===== src/rtl/irq_ack_dispatch.sv =====
// irq_ack_dispatch: acknowledge/dispatch side of a 27-channel priority
// interrupt path (3 buses A/B/C x NCH channels).
//   i_req_{a,b,c}   raw level requests; rising edges set pending bits
//   o_pend_{a,b,c}  pending bits presented to the priority encoder
//   i_grant_*       encoder grant (valid, bus, chan); o_grant_ready in IDLE
//   o_vec_*         vector {2'b00,bus,chan} offered to the CPU, i_vec_ready
//   o_ack_{a,b,c}   one-cycle one-hot acknowledge back to the source
//   o_err_bad_grant sticky illegal-grant flag, cleared by i_err_clr

// Per-bus pending lane: edge capture plus set-wins-over-clear pending bits.
module irq_pend_lane #(
  parameter int NCH = 9
) (
  input  logic           i_clk,
  input  logic           i_rst_n,
  input  logic [NCH-1:0] i_req,
  input  logic [NCH-1:0] i_clr,
  output logic [NCH-1:0] o_pend
);
  logic [NCH-1:0] r_req_q;
  logic [NCH-1:0] r_pend;

  always_ff @(posedge i_clk or negedge i_rst_n) begin
    if (!i_rst_n) begin
      r_req_q <= '0;
      r_pend  <= '0;
    end else begin
      r_req_q <= i_req;
      // OR-ing the new edge after the clear keeps a coincident edge alive
      r_pend  <= (r_pend & ~i_clr) | (i_req & ~r_req_q);
    end
  end

  assign o_pend = r_pend;
endmodule

module irq_ack_dispatch #(
  parameter int NCH = 9
) (
  input  logic           i_clk,
  input  logic           i_rst_n,
  input  logic [NCH-1:0] i_req_a,
  input  logic [NCH-1:0] i_req_b,
  input  logic [NCH-1:0] i_req_c,
  output logic [NCH-1:0] o_pend_a,
  output logic [NCH-1:0] o_pend_b,
  output logic [NCH-1:0] o_pend_c,
  input  logic           i_grant_valid,
  input  logic [1:0]     i_grant_bus,
  input  logic [3:0]     i_grant_chan,
  output logic           o_grant_ready,
  output logic           o_vec_valid,
  output logic [7:0]     o_vec_data,
  input  logic           i_vec_ready,
  output logic [NCH-1:0] o_ack_a,
  output logic [NCH-1:0] o_ack_b,
  output logic [NCH-1:0] o_ack_c,
  output logic           o_err_bad_grant,
  input  logic           i_err_clr
);
  localparam int NBUS = 3;

  localparam logic [1:0] S_IDLE    = 2'd0;
  localparam logic [1:0] S_PRESENT = 2'd1;
  localparam logic [1:0] S_ACK     = 2'd2;
  localparam logic [1:0] S_HOLD    = 2'd3;

  logic [1:0] r_state;
  logic [1:0] r_bus;
  logic [3:0] r_chan;
  logic       r_err;

  logic [NBUS-1:0][NCH-1:0] w_req;
  logic [NBUS-1:0][NCH-1:0] w_pend;
  logic [NBUS-1:0][NCH-1:0] w_ack;
  logic                     w_hit;
  logic                     w_err_set;

  assign w_req = {i_req_c, i_req_b, i_req_a};

  genvar b, c;
  generate
    for (b = 0; b < NBUS; b++) begin : g_bus
      irq_pend_lane #(.NCH(NCH)) u_lane (
        .i_clk   (i_clk),
        .i_rst_n (i_rst_n),
        .i_req   (w_req[b]),
        .i_clr   (w_ack[b]),
        .o_pend  (w_pend[b])
      );
      for (c = 0; c < NCH; c++) begin : g_chan
        assign w_ack[b][c] = (r_state == S_ACK) && (r_bus == 2'(b)) && (r_chan == 4'(c));
      end
    end
  endgenerate

  // Only in-range (bus, chan) pairs can match, so bus 3 or chan >= NCH
  // falls out as a miss together with a cleared pending bit.
  always_comb begin
    w_hit = 1'b0;
    for (int ib = 0; ib < NBUS; ib++)
      for (int ic = 0; ic < NCH; ic++)
        if (i_grant_bus == 2'(ib) && i_grant_chan == 4'(ic))
          w_hit = w_pend[ib][ic];
  end

  assign w_err_set = (r_state == S_IDLE) && i_grant_valid && !w_hit;

  always_ff @(posedge i_clk or negedge i_rst_n) begin
    if (!i_rst_n) begin
      r_state <= S_IDLE;
      r_bus   <= '0;
      r_chan  <= '0;
      r_err   <= 1'b0;
    end else begin
      r_err <= w_err_set | (r_err & ~i_err_clr);
      case (r_state)
        S_IDLE: begin
          if (i_grant_valid) begin
            r_bus   <= i_grant_bus;
            r_chan  <= i_grant_chan;
            r_state <= w_hit ? S_PRESENT : S_HOLD;
          end
        end
        S_PRESENT: if (i_vec_ready) r_state <= S_ACK;
        S_ACK:     r_state <= S_HOLD;
        S_HOLD:    r_state <= S_IDLE;
        default:   r_state <= S_IDLE;
      endcase
    end
  end

  // Gated with reset so every output reads 0 while reset is held.
  assign o_grant_ready   = (r_state == S_IDLE) && i_rst_n;
  assign o_vec_valid     = (r_state == S_PRESENT);
  assign o_vec_data      = (r_state == S_PRESENT) ? {2'b00, r_bus, r_chan} : 8'h00;
  assign o_pend_a        = w_pend[0];
  assign o_pend_b        = w_pend[1];
  assign o_pend_c        = w_pend[2];
  assign o_ack_a         = w_ack[0];
  assign o_ack_b         = w_ack[1];
  assign o_ack_c         = w_ack[2];
  assign o_err_bad_grant = r_err;
endmodule


===== config.mk =====
export PLATFORM = sky130hd
export DESIGN_NAME = irq_ack_dispatch
export DESIGN_NICKNAME = d
export VERILOG_FILES = /design/src/rtl/irq_ack_dispatch.sv
export SDC_FILE = /design/constraint.sdc
export NUM_CORES = 1
export LEC_CHECK = 0
export ABC_AREA = 1
export BUFFER_PORTS_ARGS = -buffer_cell sky130_fd_sc_hd__buf_4
export CAP_MARGIN = 20
export CORE_MARGIN = 4
export CORE_UTILIZATION = 49
export DETAILED_ROUTE_END_ITERATION = 10
export PLACE_DENSITY_LB_ADDON = 0.05
export SLEW_MARGIN = 40
export SYNTH_ARGS = -nofsm -noshare
export SYNTH_HDL_FRONTEND = slang
export SYNTH_SLANG_ARGS = --single-unit

===== constraint.sdc =====
create_clock -name i_clk -period 1.8 [get_ports i_clk]
set_input_delay 0.18 -clock i_clk [delete_from_list [all_inputs] [get_ports i_clk]]
set_output_delay 0.18 -clock i_clk [all_outputs]
set_load 0.03 [all_outputs]

# Yosys cells after proc, flatten, opt, wreduce, memory -nomap -nowiden

Index checks and enable logic that the tools add are counted.

Bitwise logic cells: 18
Reductions and logical operators: 68
Equality and inequality tests: 25
Mux-type cells: 32

Operators by type and width:

| operator             | count |
|---|---|
| $logic_and A1 B1 Y1  | 60 |
| $and A9 B9 Y9        | 6 |
| $not A9 Y9           | 6 |
| $eq A4 B3 Y1 const B | 8 |
| $mux W1              | 27 |
| $or A9 B9 Y9         | 3 |
| $eq A4 B2 Y1 const B | 4 |
| $eq A2 B2 Y1 const B | 4 |
| $eq A4 B1 Y1 const B | 2 |
| $eq A4 B4 Y1 const B | 2 |
| $logic_not A4 Y1     | 2 |
| $pmux W2 S4          | 1 |
| $eq A2 B1 Y1 const B | 3 |
| $logic_not A2 Y1     | 3 |
| $mux W2              | 3 |
| $mux W6              | 1 |
| $reduce_and A2 Y1    | 2 |
| $ne A2 B1 Y1 const B | 1 |
| $ne A2 B2 Y1 const B | 1 |
| $and A1 B1 Y1        | 1 |
| $logic_not A1 Y1     | 1 |
| $not A1 Y1           | 1 |
| $or A1 B1 Y1         | 1 |

Logic and storage cells: 153
Output and inout bits: 65
Bits in registers: 63
Input bits: 38

# Depth between registers and ports, before layout

Gate-level depths: netlist of the first run.

Depth in word-level cells: 32
Mapped depth: 21
Mapped depth without buffers: 21

# Hierarchy

Synthesis of the first run repeated with hierarchy kept, for this count alone.

Cell total of the unflattened synthesis: 396
Area, all modules: 2,985.4 um^2

Modules (own cells, without submodules):

| module           | cells each | area an instance (um^2) | sequential area each (um^2) | instances |
|---|---|---|---|---|
| irq_pend_lane    | 63         | 619.3                   | 450.4                       | 3 |
| irq_ack_dispatch | 207        | 1,127.3                 | 225.2                       | 1 |

# Worst setup path before layout of the first run

Ideal clock, no wire load.

Kind: register -> register
From: reg g_bus[0].u_lane.r_pend[0]
To: reg r_err (netlist: o_err_bad_grant)
Period minus slack after synthesis: 1.786 ns
Stages on the path, launching flop included: 20
Data required time: 1.726 ns
Library setup time: 0.074 ns
Arrival time: 1.712 ns
Buffers on the path: 0
Setup slack: 0.014 ns
Cell sequence: dfrtp_1 -> nand3_1 -> nand2_1 -> nor2_1 -> nand2_1 -> nand2_1 -> nand2_1 -> nand2_1 -> nand4_1 -> nand2_1 -> nand4_1 -> nor2_1 -> nand4_1 -> nor2_1 -> nand4_1 -> nor2_1 -> nand4_1 -> nand2_1 -> nand2_1 -> o21ai_2

Word-level cells in the longest chain between the ends: 30

Ends and longest elaborated chain:

| what                     | RTL line | text |
|---|---|---|
| start: declaration       | 21       | `logic [NCH-1:0] r_pend;` |
| start signal: assignment | 30       | `r_pend <= (r_pend & ~i_clr) \| (i_req & ~r_req_q);` |
| $mux W1 (27 in series)   | 103      | `if (i_grant_bus == 2'(ib) && i_grant_chan == 4'(ic))` |
| $logic_not A1 Y1         | 107      | `assign w_err_set = (r_state == S_IDLE) && i_grant_valid && !w_hit;` |
| $logic_and A1 B1 Y1      | 107      |  |
| $or A1 B1 Y1             | 116      | `r_err <= w_err_set \| (r_err & ~i_err_clr);` |
| end signal: assignment   | 116      |  |
| end: declaration         | 71       | `logic r_err;` |

No other way between the ends.
A chain may end at the register's enable or synchronous reset.

# Final worst setup path of the first run

From: reg g_bus[0].u_lane.r_pend[0]
To: reg r_state[1]

Word-level cells in the longest chain between the ends: 30

Ends and longest elaborated chain:

| what                   | RTL line | text |
|---|---|---|
| $mux W1 (27 in series) | 103      |  |
| $mux W2                | 122      | `r_state <= w_hit ? S_PRESENT : S_HOLD;` |
| $mux W2                | 119      | `if (i_grant_valid) begin` |
| $pmux W2 S4            | 117      | `case (r_state)` |
| end signal: assignment | 122      |  |
| end: declaration       | 68       | `logic [1:0] r_state;` |

No other way between the ends. The select of a mux whose other input is x is not followed.

==> results of run 1 <==
==> layout make-up <==
cell class	count	area [um^2]
Tap cell	72	90.1
Fill cell	281	676
Multi-Input combinational cell	196	1270
Inverter	66	248
Timing Repair Buffer	170	1510
Clock inverter	6	47.5
Clock buffer	9	124
Sequential cell	63	1580
==> repair_timing <==
action	in CTS	in global routing
setup buffers	0	4
endpoints found under the setup margin	29	30
pin swaps	1	18
gates resized for setup	29	87
cloned	1	2
hold buffers	29	0
hold endpoints to repair	91	0
==> sequential cells by signal (all words and copies together), names as in the netlist <==
register,count
r_chan,4
r_bus,2
r_state,2
o_err_bad_grant,1
g_bus.u_lane.o_pend,27
g_bus.u_lane.r_req_q,27
==> Yosys cell counts <==
cell type                  count  share of area
sky130_fd_sc_hd__o31ai_1       1         0.0027
sky130_fd_sc_hd__o21ai_1       1         0.0018
sky130_fd_sc_hd__inv_1        65          0.087
sky130_fd_sc_hd__nand4_1      14          0.031
sky130_fd_sc_hd__nand2_1      41          0.055
sky130_fd_sc_hd__dfrtp_1      63           0.56
sky130_fd_sc_hd__nor3_1        3         0.0053
sky130_fd_sc_hd__a21oi_1       1         0.0018
sky130_fd_sc_hd__conb_1        1         0.0013
sky130_fd_sc_hd__and3_2        1         0.0027
sky130_fd_sc_hd__ha_1          4          0.018
sky130_fd_sc_hd__nor2_2        3         0.0067
sky130_fd_sc_hd__nand3_1      19          0.034
sky130_fd_sc_hd__clkbuf_1      6         0.0080
sky130_fd_sc_hd__o21ai_2       1         0.0031
sky130_fd_sc_hd__o21ai_0      46          0.082
sky130_fd_sc_hd__o22ai_1       8          0.018
sky130_fd_sc_hd__nor2_4        1         0.0040
sky130_fd_sc_hd__a31oi_1       1         0.0022
sky130_fd_sc_hd__nor2_1       47          0.063
sky130_fd_sc_hd__or2_2         1         0.0022
sky130_fd_sc_hd__nand2_2       1         0.0022
sky130_fd_sc_hd__inv_2         1         0.0013
sky130_fd_sc_hd__buf_4         2         0.0053
==> cell families after synthesis <==
group / synth area share
adders and majority gates: 0.0178
buffers and inverters: 0.102
DFF: 0.562
AOI/OAI and AO/OA: 0.111
other: 0.00134
and+or+nand+nor: 0.206
==> worst reg2reg max path: cells and delay by family, from the launching register on <==
kind	cells	cell delay, ns
and+or+nand+nor	19	1.60
DFF	1	0.41
==> metal layers <==
layer  part of all wire  vias to the layer above
met3               0.10                       38
met1               0.36                     1529
met5                  0                        -
met2               0.51                      195
met4              0.031                        0
li1                   -                     1403
==> placed cells by master (no fill, tap or decap), types with 3 or more instances in the layout <==
cell,n
sky130_fd_sc_hd__dlygate4sd3_1,29
sky130_fd_sc_hd__clkinvlp_4,4
sky130_fd_sc_hd__buf_12,3
sky130_fd_sc_hd__buf_6,25
sky130_fd_sc_hd__dfrtp_1,61
sky130_fd_sc_hd__inv_1,64
sky130_fd_sc_hd__nand2_2,3
sky130_fd_sc_hd__nand3_4,7
sky130_fd_sc_hd__nand3_1,7
sky130_fd_sc_hd__o21ai_0,46
sky130_fd_sc_hd__nor2_4,25
sky130_fd_sc_hd__nand4_1,14
sky130_fd_sc_hd__nor3_1,3
sky130_fd_sc_hd__clkbuf_8,9
sky130_fd_sc_hd__o22ai_1,8
sky130_fd_sc_hd__buf_4,111
sky130_fd_sc_hd__nand3_2,5
sky130_fd_sc_hd__nor2_1,19
sky130_fd_sc_hd__nor2_2,7
sky130_fd_sc_hd__nand2_1,39
==> how the worst max path moves through the flow <==
stage,end
finish,r_state[1]$_DFFE_PN0P_
global route,r_state[1]$_DFFE_PN0P_
CTS,o_err_bad_grant$_DFF_PN0_
detailed placement,o_err_bad_grant$_DFF_PN0_
global placement,o_err_bad_grant$_DFF_PN0_
floorplan,o_err_bad_grant$_DFF_PN0_
==> power groups by stage <==
stage | clock network, W | registers, W | logic (W)
3_3_place_gp | 0 | 0.00183 | 0.00171
4_1_cts | 0.00110 | 0.00185 | 0.00191
2_1_floorplan | 0 | 0.00194 | 0.000865
6_report | 0.00110 | 0.00192 | 0.00245
5_1_grt | 0.00118 | 0.00194 | 0.00260
3_5_place_dp | 0 | 0.00184 | 0.00173
==> metrics by stage <==
step                      utilization  setup slack [ns]  std cells  hold WS, ns  area [um^2]
after floorplan                     -            0.0144        333       -0.116         2810
after global placement          0.701            -0.164        531        0.227         3880
after detailed placement        0.701            -0.225        531        0.230         3880
after CTS                       0.804            -0.114        576        0.172         4460
after global routing            0.878            -0.442        582        0.182         4860
final                           0.878            -0.261        582        0.177         4860
==> parameters.txt, run 1 <==
Parameter                              Value

Setup path
  Depth of the worst register-to-register path    19
  Arrival @ worst endpoint    2.35 ns
  Number of buffer and inverter stages on the critical path    0
  Stages on worst setup path    19
  Critical Setup Path Class    reg -> reg
  Critical-path top delay cell    sky130_fd_sc_hd__dfrtp_1
  Most common cell type on the critical path    sky130_fd_sc_hd__nand2_1
  Crit-path cells    nand3_2 > nand2_1 > nor2_1 > nand2_1 > nand2_1 > nand2_1 > nand2_1 > nand4_1 > nand2_1 > nand4_1 > nor2_1 > nand4_1 > nor2_2 > nand4_1 > nor2_1 > nand4_1 > nand3_1 > nand2_1 > nand2_1
  Source of the worst register-to-register timing path    g_bus[0].u_lane.o_pend[0]$_DFF_PN0_
  Critical path's largest stage delay    0.41 ns
  R2R Setup Slk    -0.26 ns
  Req. time, crit path    2.08 ns
  Critical path origin    g_bus[0].u_lane.o_pend[0]$_DFF_PN0_
  Category of cells accounting for the largest share of critical-path delay    simple AND/OR/NAND/NOR gates
  Type of element launching the critical path    register
  R2r endpoint    r_state[1]$_DFFE_PN0P_
  Largest fanout on the critical path    2
  Type of element capturing the critical path    register

STA
  Final Hold Viols    0
  Final number of setup-violating endpoints    17
  Unrepaired setup endpoints after global routing    true
  Fin Setup TNS    -1.03 ns
  Tcrit/Tclk final    1.14
  Minimum period implied by the final worst setup slack    2.06 ns
  Total count of max-transition violations in the final report    0
  Maximum clock skew at final layout    0.0139 ns
  Maximum clock frequency    485 MHz
  Post-route setup slack    -0.261 ns

Pwr
  Relative contribution of combinational cells to total power    0.448
  Post-route total power    0.00547 W
  Net Sw Power    0.00244 W
  Cell Int Power    0.00304 W
  P per Cell Area    1130 nW/um^2
  Worst vdd rail ir drop    0.812 mV
  Clock network power share    0.201
  Leakage    2.29 nW
  Sw Ratio    0.445
  Reg power frac    0.352

Clocking
  Skew-Pair Late Insertion Delay    0.35 ns
  Clock transition at the registers of the reported paths    0.07 ns
  Clock tree from TritonCTS    built
  Maximum clock insertion buffer count    2
  Number of CTS-inserted buffers    9
  Clock Sinks    63
  H-tree depth    3
  Library cell used as clock root buffer    sky130_fd_sc_hd__clkbuf_8

Die
  Initial cell density of the core    0.507
  Core Area    5540 um^2
  Vert. Die Dim    83.7 um
  Row cnt    27
  Top-level I/O count    103
  X dimension of the die    83.7 um
  Overall die area    7000 um^2

Layout
  Fraction of layout cells with a size suffix above 1    0.416
  Layout overhead on the synthesized area    73.3%
  N_diodes    0
  Final nets    548

Global route
  GR Util met1    0.335
  Global Route met2 Usage    0.457
  Number of antenna violations at the first check in global routing    0
  Global-route wire length before repair    15000 um
  Met3 capacity usage during global routing    0.0800
  Pin count of the biggest net entering global routing    64
  Overflow after GRT    0
  GRT Max-Usage Layer    met2
  Vias in the first global route    3036
  Global routing usage summed across all routing layers    0.273

Outcome
  Violations in the final reports    negative setup slack
  Run status    complete, but fails checks

Synth
  Mean post-synth cell area    8.45 um^2
  Part of the Yosys area used for sequential elements    0.562
  Library cells used by synthesis    24
  Synthesized area    2810 um^2
  Warnings from Yosys    0
  Total of flip-flops plus latches after synthesis    63
  Mapped Cells    332

Drt
  Number of detailed-route iterations in the first pass    5
  Number of violations reported at the end of detailed-routing iteration 0    359
  Post-route DRC    0
  Detailed Route WL    10500 um
  Average detailed-routed wire length per instance    18.1 um
  Vias post-DR    3165
  Antenna-violating nets left    0
  Via count normalized by instance count    5.44

Placement
  Final weighted congestion in routability-driven placement    0.907
  Number of port buffers    100
  Dpl hpwl    6210 um

Min path
  Class of the tightest hold or removal check    in -> reg
  Hold Crit Depth    3
  WHS Endpoint    r_chan[0]$_DFFE_PN0P_
  Hold path startpoint    i_grant_chan[0]

Job
  Reported max-cap violation count    0
(Power assumes the default switching activity.)
==> inputs of run 2 (changes only) <==
ABC_AREA = unset   (was 1)
ABC_CLOCK_PERIOD_IN_PS = 1800   (was unset)
==> parameters.txt, run 2 <==
Parameter                              Value

Clocking
  Library cell used as clock root buffer    sky130_fd_sc_hd__clkbuf_8
  Number of CTS-inserted buffers    9
  Clock transition at the registers of the reported paths    0.07 ns
  Maximum clock insertion buffer count    2
  Clock tree from TritonCTS    built
  H-tree depth    3
  Clock Sinks    63
  Skew-Pair Late Insertion Delay    0.33 ns

STA
  Minimum period implied by the final worst setup slack    1.95 ns
  Final number of setup-violating endpoints    9
  Unrepaired setup endpoints after global routing    true
  Maximum clock frequency    513 MHz
  Final worst hold slack    0.0454 ns
  Tcrit/Tclk final    1.08
  Total count of max-transition violations in the final report    0
  Maximum clock skew at final layout    0.00765 ns
  Final Hold Viols    0
  Post-route setup slack    -0.148 ns

Synth
  Total of flip-flops plus latches after synthesis    63
  Synth top area cells    sky130_fd_sc_hd__dfrtp_1 56%, sky130_fd_sc_hd__o21ai_0 10%, sky130_fd_sc_hd__nor2_1 4.6%
  Top cells by count, synth    63 x sky130_fd_sc_hd__dfrtp_1, 58 x sky130_fd_sc_hd__o21ai_0, 35 x sky130_fd_sc_hd__nor2_1
  Synthesized area    2830 um^2
  Mean post-synth cell area    10.1 um^2
  Top cell type by total area after synthesis    sky130_fd_sc_hd__dfrtp_1
  Warnings from Yosys    0
  Cell with the most instances after synthesis    sky130_fd_sc_hd__dfrtp_1
  Fraction of synthesized cell area taken by the top area cell type    0.558
  Share of synthesized flip-flops with an asynchronous set or reset    1.00
  Library cells used by synthesis    41
  Number of enable flip-flop cells after synthesis    0
  Dominant synthesized flop cell    sky130_fd_sc_hd__dfrtp_1
  Mapped Cells    281
  Part of the Yosys area used for sequential elements    0.558

Layout
  Commonest non-fill, non-tap cells in the layout    105 x sky130_fd_sc_hd__buf_4, 59 x sky130_fd_sc_hd__dfrtp_1, 50 x sky130_fd_sc_hd__o21ai_0
  Final nets    476
  Layout overhead on the synthesized area    59.5%
  Non-Filler Cell Area, Final    4510 um^2
  Number of standard cells in the layout, taps in and fillers out    510
  Most common cell after layout, fill and taps aside    sky130_fd_sc_hd__buf_4
  Number of fill cells    351
  Fraction of layout cells with a size suffix above 1    0.432
  N_diodes    0

Placement
  Post-placement cell count    455
  Dpl hpwl    5760 um
  Final weighted congestion in routability-driven placement    0.852
  Number of port buffers    100
  Post-placement setup slack    0.0333 ns
  Post-detailed-placement cell area    3780 um^2

Drt
  Via count normalized by instance count    5.14
  Vias post-DR    2623
  Post-route DRC    0
  Detailed Route WL    8480 um
  Average detailed-routed wire length per instance    16.6 um
  Number of violations reported at the end of detailed-routing iteration 0    166
  Number of detailed-route iterations in the first pass    4
  Antenna-violating nets left    0

Outcome
  Violations in the final reports    negative setup slack
  Run status    complete, but fails checks

Global route
  Pin count of the biggest net entering global routing    26
  Global-route wire length before repair    13800 um
  Global routing usage summed across all routing layers    0.253
  Overflow after GRT    0
  Number of antenna violations at the first check in global routing    0
  Vias in the first global route    2705

Job
  Reported max-cap violation count    0

Setup path
  Type of element capturing the critical path    output port
  Req. time, crit path    1.62 ns
  Critical Setup Path Class    reg -> out
  Largest fanout on the critical path    8
  Type of element launching the critical path    register
  Arrival @ worst endpoint    1.77 ns

Die
  Core Area    5540 um^2
  X dimension of the die    84.0 um
  Initial cell density of the core    0.510
  Vert. Die Dim    84.0 um
  Top-level I/O count    103
  Overall die area    7050 um^2
  Row cnt    27

Pwr
  Worst vdd rail ir drop    0.862 mV
  Leakage    2.00 nW
  P per Cell Area    1130 nW/um^2

Min path
  Class of the tightest hold or removal check    in -> reg
## run 2: cell count changes after synthesis, moves of 8 or more
cell and delta:
sky130_fd_sc_hd__and2_1 +8, sky130_fd_sc_hd__o21ai_0 +12, sky130_fd_sc_hd__nand2_1 -28, sky130_fd_sc_hd__nand3_1 -15, sky130_fd_sc_hd__inv_1 -32, sky130_fd_sc_hd__nand4_1 -14, sky130_fd_sc_hd__nor2_1 -12
## run 2: worst paths after layout
path / start / to / slack (ns) / cells past startpoint
setup / recovery: r_state[0]$_DFFE_PN0P_ / o_ack_a[1] / -0.15 / 6
hold / removal: i_err_clr / o_err_bad_grant$_DFF_PN0_ / 0.05 / 2
setup reg to reg: r_state[0]$_DFFE_PN0P_ / g_bus[0].u_lane.o_pend[0]$_DFF_PN0_ / 0.01 / 8
hold reg to reg: g_bus[0].u_lane.r_req_q[1]$_DFF_PN0_ / g_bus[0].u_lane.o_pend[1]$_DFF_PN0_ / 0.41 / 1
max in group asynchronous: i_rst_n / g_bus[2].u_lane.o_pend[7]$_DFF_PN0_ / 0.96 / 3
min in group asynchronous: i_rst_n / g_bus[1].u_lane.r_req_q[1]$_DFF_PN0_ / 0.26 / 2
## run 2: logic make-up (layout without fill, tap and decap cells)
kind of cell             Yosys count  after routing  synth area share
buffers and inverters             44            200            0.0695
multiplexers                      14             14            0.0584
other                              1              2           0.00133
flip-flops                        63             63             0.558
adder cells (fa/ha/maj)            4              4            0.0177
AO/OA/AOI/OAI                     74             74             0.150
AND/OR/NAND/NOR                   81             81             0.145
## run 2: report_power, final
| part | internal [W] | switching, W |
|---|---|---|
| combinational | 0.000908 | 0.00128 |
| sequential | 0.00163 | 0.000240 |
| clock | 0.000522 | 0.000507 |
## run 2: metrics by stage
stage / total power (W) / util / setup TNS (ns)
6_report: 0.00508 / 0.813 / -1.15
5_1_grt: 0.00539 / 0.813 / -2.91
4_1_cts: 0.00491 / 0.787 / -2.30
3_5_place_dp: 0.00365 / 0.683 / 0
3_3_place_gp: 0.00361 / 0.683 / 0
2_1_floorplan: 0.00296 / - / 0
## run 2: final cells by class
type	instances	area [um^2]	share of cell area
multi-input combinational	175	1240	0.275
timing repair buffer	152	1310	0.290
sequential	63	1580	0.351
inverter	33	124	0.0275
tap	72	90.1	0.0200
clock inverter	4	22.5	0.00500
clock buffer	11	141	0.0314
## run 2: metal layers
| metal | share of wire | track usage | vias to the layer above |
|---|---|---|---|
| li1 | - | - | 1252 |
| met1 | 0.41 | 0.318 | 1256 |
| met2 | 0.49 | 0.405 | 102 |
| met3 | 0.082 | 0.0829 | 13 |
| met4 | 0.016 | 0.0980 | 0 |
| met5 | 0 | 0 | - |
## run 2: what timing repair did
item	in CTS	in global routing
gates resized for setup	24	36
setup endpoints to repair	24	36
buffers inserted	6	5
hold endpoints to repair	43	0
gates cloned	1	0
hold buffers	28	0
pin swaps	2	10
## run 2: worst max-delay path: stages, from the launching register on
cell                      delay (ns)
sky130_fd_sc_hd__dfrtp_1        0.39
sky130_fd_sc_hd__inv_2          0.08
sky130_fd_sc_hd__ha_4           0.13
sky130_fd_sc_hd__or3b_4         0.41
sky130_fd_sc_hd__buf_12         0.17
sky130_fd_sc_hd__nor2_4         0.09
sky130_fd_sc_hd__buf_6          0.14
==> inputs of run 3 (changes only) <==
CORE_MARGIN = unset   (was 4)
==> parameters.txt, run 3 (synthesis gave the netlist of run 2 again) <==
Parameter                              Value

Outcome
  Violations in the final reports    negative setup slack
  Run status    complete, but fails checks

Clocking
  Clock Sinks    63
  Clock transition at the registers of the reported paths    0.06 ns
  Skew-Pair Late Insertion Delay    0.34 ns
  Maximum clock insertion buffer count    2
  Library cell used as clock root buffer    sky130_fd_sc_hd__clkbuf_8
  Clock tree from TritonCTS    built
  Number of CTS-inserted buffers    9
  H-tree depth    3

Layout
  Commonest non-fill, non-tap cells in the layout    106 x sky130_fd_sc_hd__buf_4, 60 x sky130_fd_sc_hd__dfrtp_1, 51 x sky130_fd_sc_hd__o21ai_0
  N_diodes    0
  Fraction of layout cells with a size suffix above 1    0.438
  Number of fill cells    352
  Final nets    478
  Layout overhead on the synthesized area    61.9%
  Non-Filler Cell Area, Final    4580 um^2
  Most common cell after layout, fill and taps aside    sky130_fd_sc_hd__buf_4

Die
  X dimension of the die    78.0 um
  Row cnt    27
  Vert. Die Dim    78.0 um
  Overall die area    6080 um^2
  Initial cell density of the core    0.510
  Core Area    5540 um^2
  Top-level I/O count    103

Setup path
  Critical Setup Path Class    reg -> out
  Largest fanout on the critical path    8
  Arrival @ worst endpoint    1.74 ns
  R2R Setup Slk    0.03 ns
  Type of element launching the critical path    register
  Req. time, crit path    1.62 ns
  Type of element capturing the critical path    output port

Pwr
  Worst vdd rail ir drop    0.846 mV
  Leakage    2.02 nW
  Post-route total power    0.00537 W
  P per Cell Area    1170 nW/um^2

Global route
  Global-route wire length before repair    13200 um
  Pin count of the biggest net entering global routing    64
  Vias in the first global route    2659
  Number of antenna violations at the first check in global routing    0
  Overflow after GRT    0
  Global routing usage summed across all routing layers    0.294

Drt
  Number of detailed-route iterations in the first pass    4
  Via count normalized by instance count    5.22
  Detailed Route WL    8520 um
  Antenna-violating nets left    0
  Average detailed-routed wire length per instance    16.6 um
  Post-route DRC    0
  Number of violations reported at the end of detailed-routing iteration 0    193
  Vias post-DR    2678

STA
  Post-route setup slack    -0.117 ns
  Minimum period implied by the final worst setup slack    1.92 ns
  Maximum clock frequency    522 MHz
  Final Hold Viols    0
  Total count of max-transition violations in the final report    0
  Unrepaired setup endpoints after global routing    true
  Tcrit/Tclk final    1.06
  Maximum clock skew at final layout    0.0112 ns
  Final number of setup-violating endpoints    13
  Final worst hold slack    0.0162 ns

Job
  Reported max-cap violation count    0

Placement
  Number of port buffers    100
  Post-detailed-placement cell area    3780 um^2
  Final weighted congestion in routability-driven placement    0.856
  Dpl hpwl    5300 um

Min path
  Class of the tightest hold or removal check    in -> reg
==> run 3: cell count changes in the layout (fill, tap and decap cells not counted), sizes merged <==
| cell | delta |
|---|---|
| clkbuf | +3 |
| buf | +2 |
| bufinv | +1 |
| clkinv | -3 |
==> run 3: layout make-up <==
cell class | count | area (um^2) | share of cell area
flip-flops and latches | 63 | 1580 | 0.345
repair buffers | 154 | 1330 | 0.290
multi-input cells | 175 | 1250 | 0.272
clock buffers | 14 | 173 | 0.0377
inverters | 33 | 124 | 0.0271
well taps | 72 | 90.1 | 0.0197
clock inverters | 2 | 37.5 | 0.00820
==> run 3: what timing repair did <==
item                       CTS  global route
gates resized for setup     25            33
cloned                       1             1
pin swaps                    2             6
hold endpoints to repair    90             0
setup buffers                6             8
hold buffers                28             0
setup endpoints to repair   20            34
==> run 3: worst paths after layout <==
path	startpoint	end	depth (start not counted)
max	r_state[0]$_DFFE_PN0P_	o_ack_a[5]	6
min	i_err_clr	o_err_bad_grant$_DFF_PN0_	2
max reg2reg	r_state[0]$_DFFE_PN0P_	g_bus[0].u_lane.o_pend[2]$_DFF_PN0_	8
min reg2reg	g_bus[0].u_lane.r_req_q[1]$_DFF_PN0_	g_bus[0].u_lane.o_pend[1]$_DFF_PN0_	1
max in group asynchronous	i_rst_n	r_chan[2]$_DFFE_PN0P_	3
min in group asynchronous	i_rst_n	g_bus[1].u_lane.o_pend[0]$_DFF_PN0_	3
==> run 3: through the flow <==
stage,TNS [ns],cells,setup WS (ns),util
floorplan,0,282,0.00410,-
global placement,0,453,0.0630,0.682
detailed placement,0,453,0.0324,0.682
CTS,-1.32,504,-0.155,0.796
global route,-2.13,513,-0.174,0.826
finish,-1.04,513,-0.117,0.826
==> run 3: power breakdown <==
| part | switching (W) | internal, W |
|---|---|---|
| clock | 0.000530 | 0.000755 |
| sequential | 0.000220 | 0.00163 |
| combinational | 0.00130 | 0.000930 |
| total | 0.00205 | 0.00331 |
==> run 3: layer usage <==
| layer | part of all wire | track usage | up-vias |
|---|---|---|---|
| li1 | - | - | 1248 |
| met1 | 0.41 | 0.380 | 1325 |
| met2 | 0.51 | 0.481 | 97 |
| met3 | 0.064 | 0.0682 | 8 |
| met4 | 0.012 | 0.111 | 0 |
| met5 | 0 | 0 | - |
==> run 3: critical path: stages (launching register included) <==
cell                      delay [ns]
sky130_fd_sc_hd__dfrtp_1        0.38
sky130_fd_sc_hd__inv_2          0.08
sky130_fd_sc_hd__ha_4           0.13
sky130_fd_sc_hd__or3b_4         0.41
sky130_fd_sc_hd__buf_12         0.17
sky130_fd_sc_hd__nor2_4         0.09
sky130_fd_sc_hd__buf_6          0.13
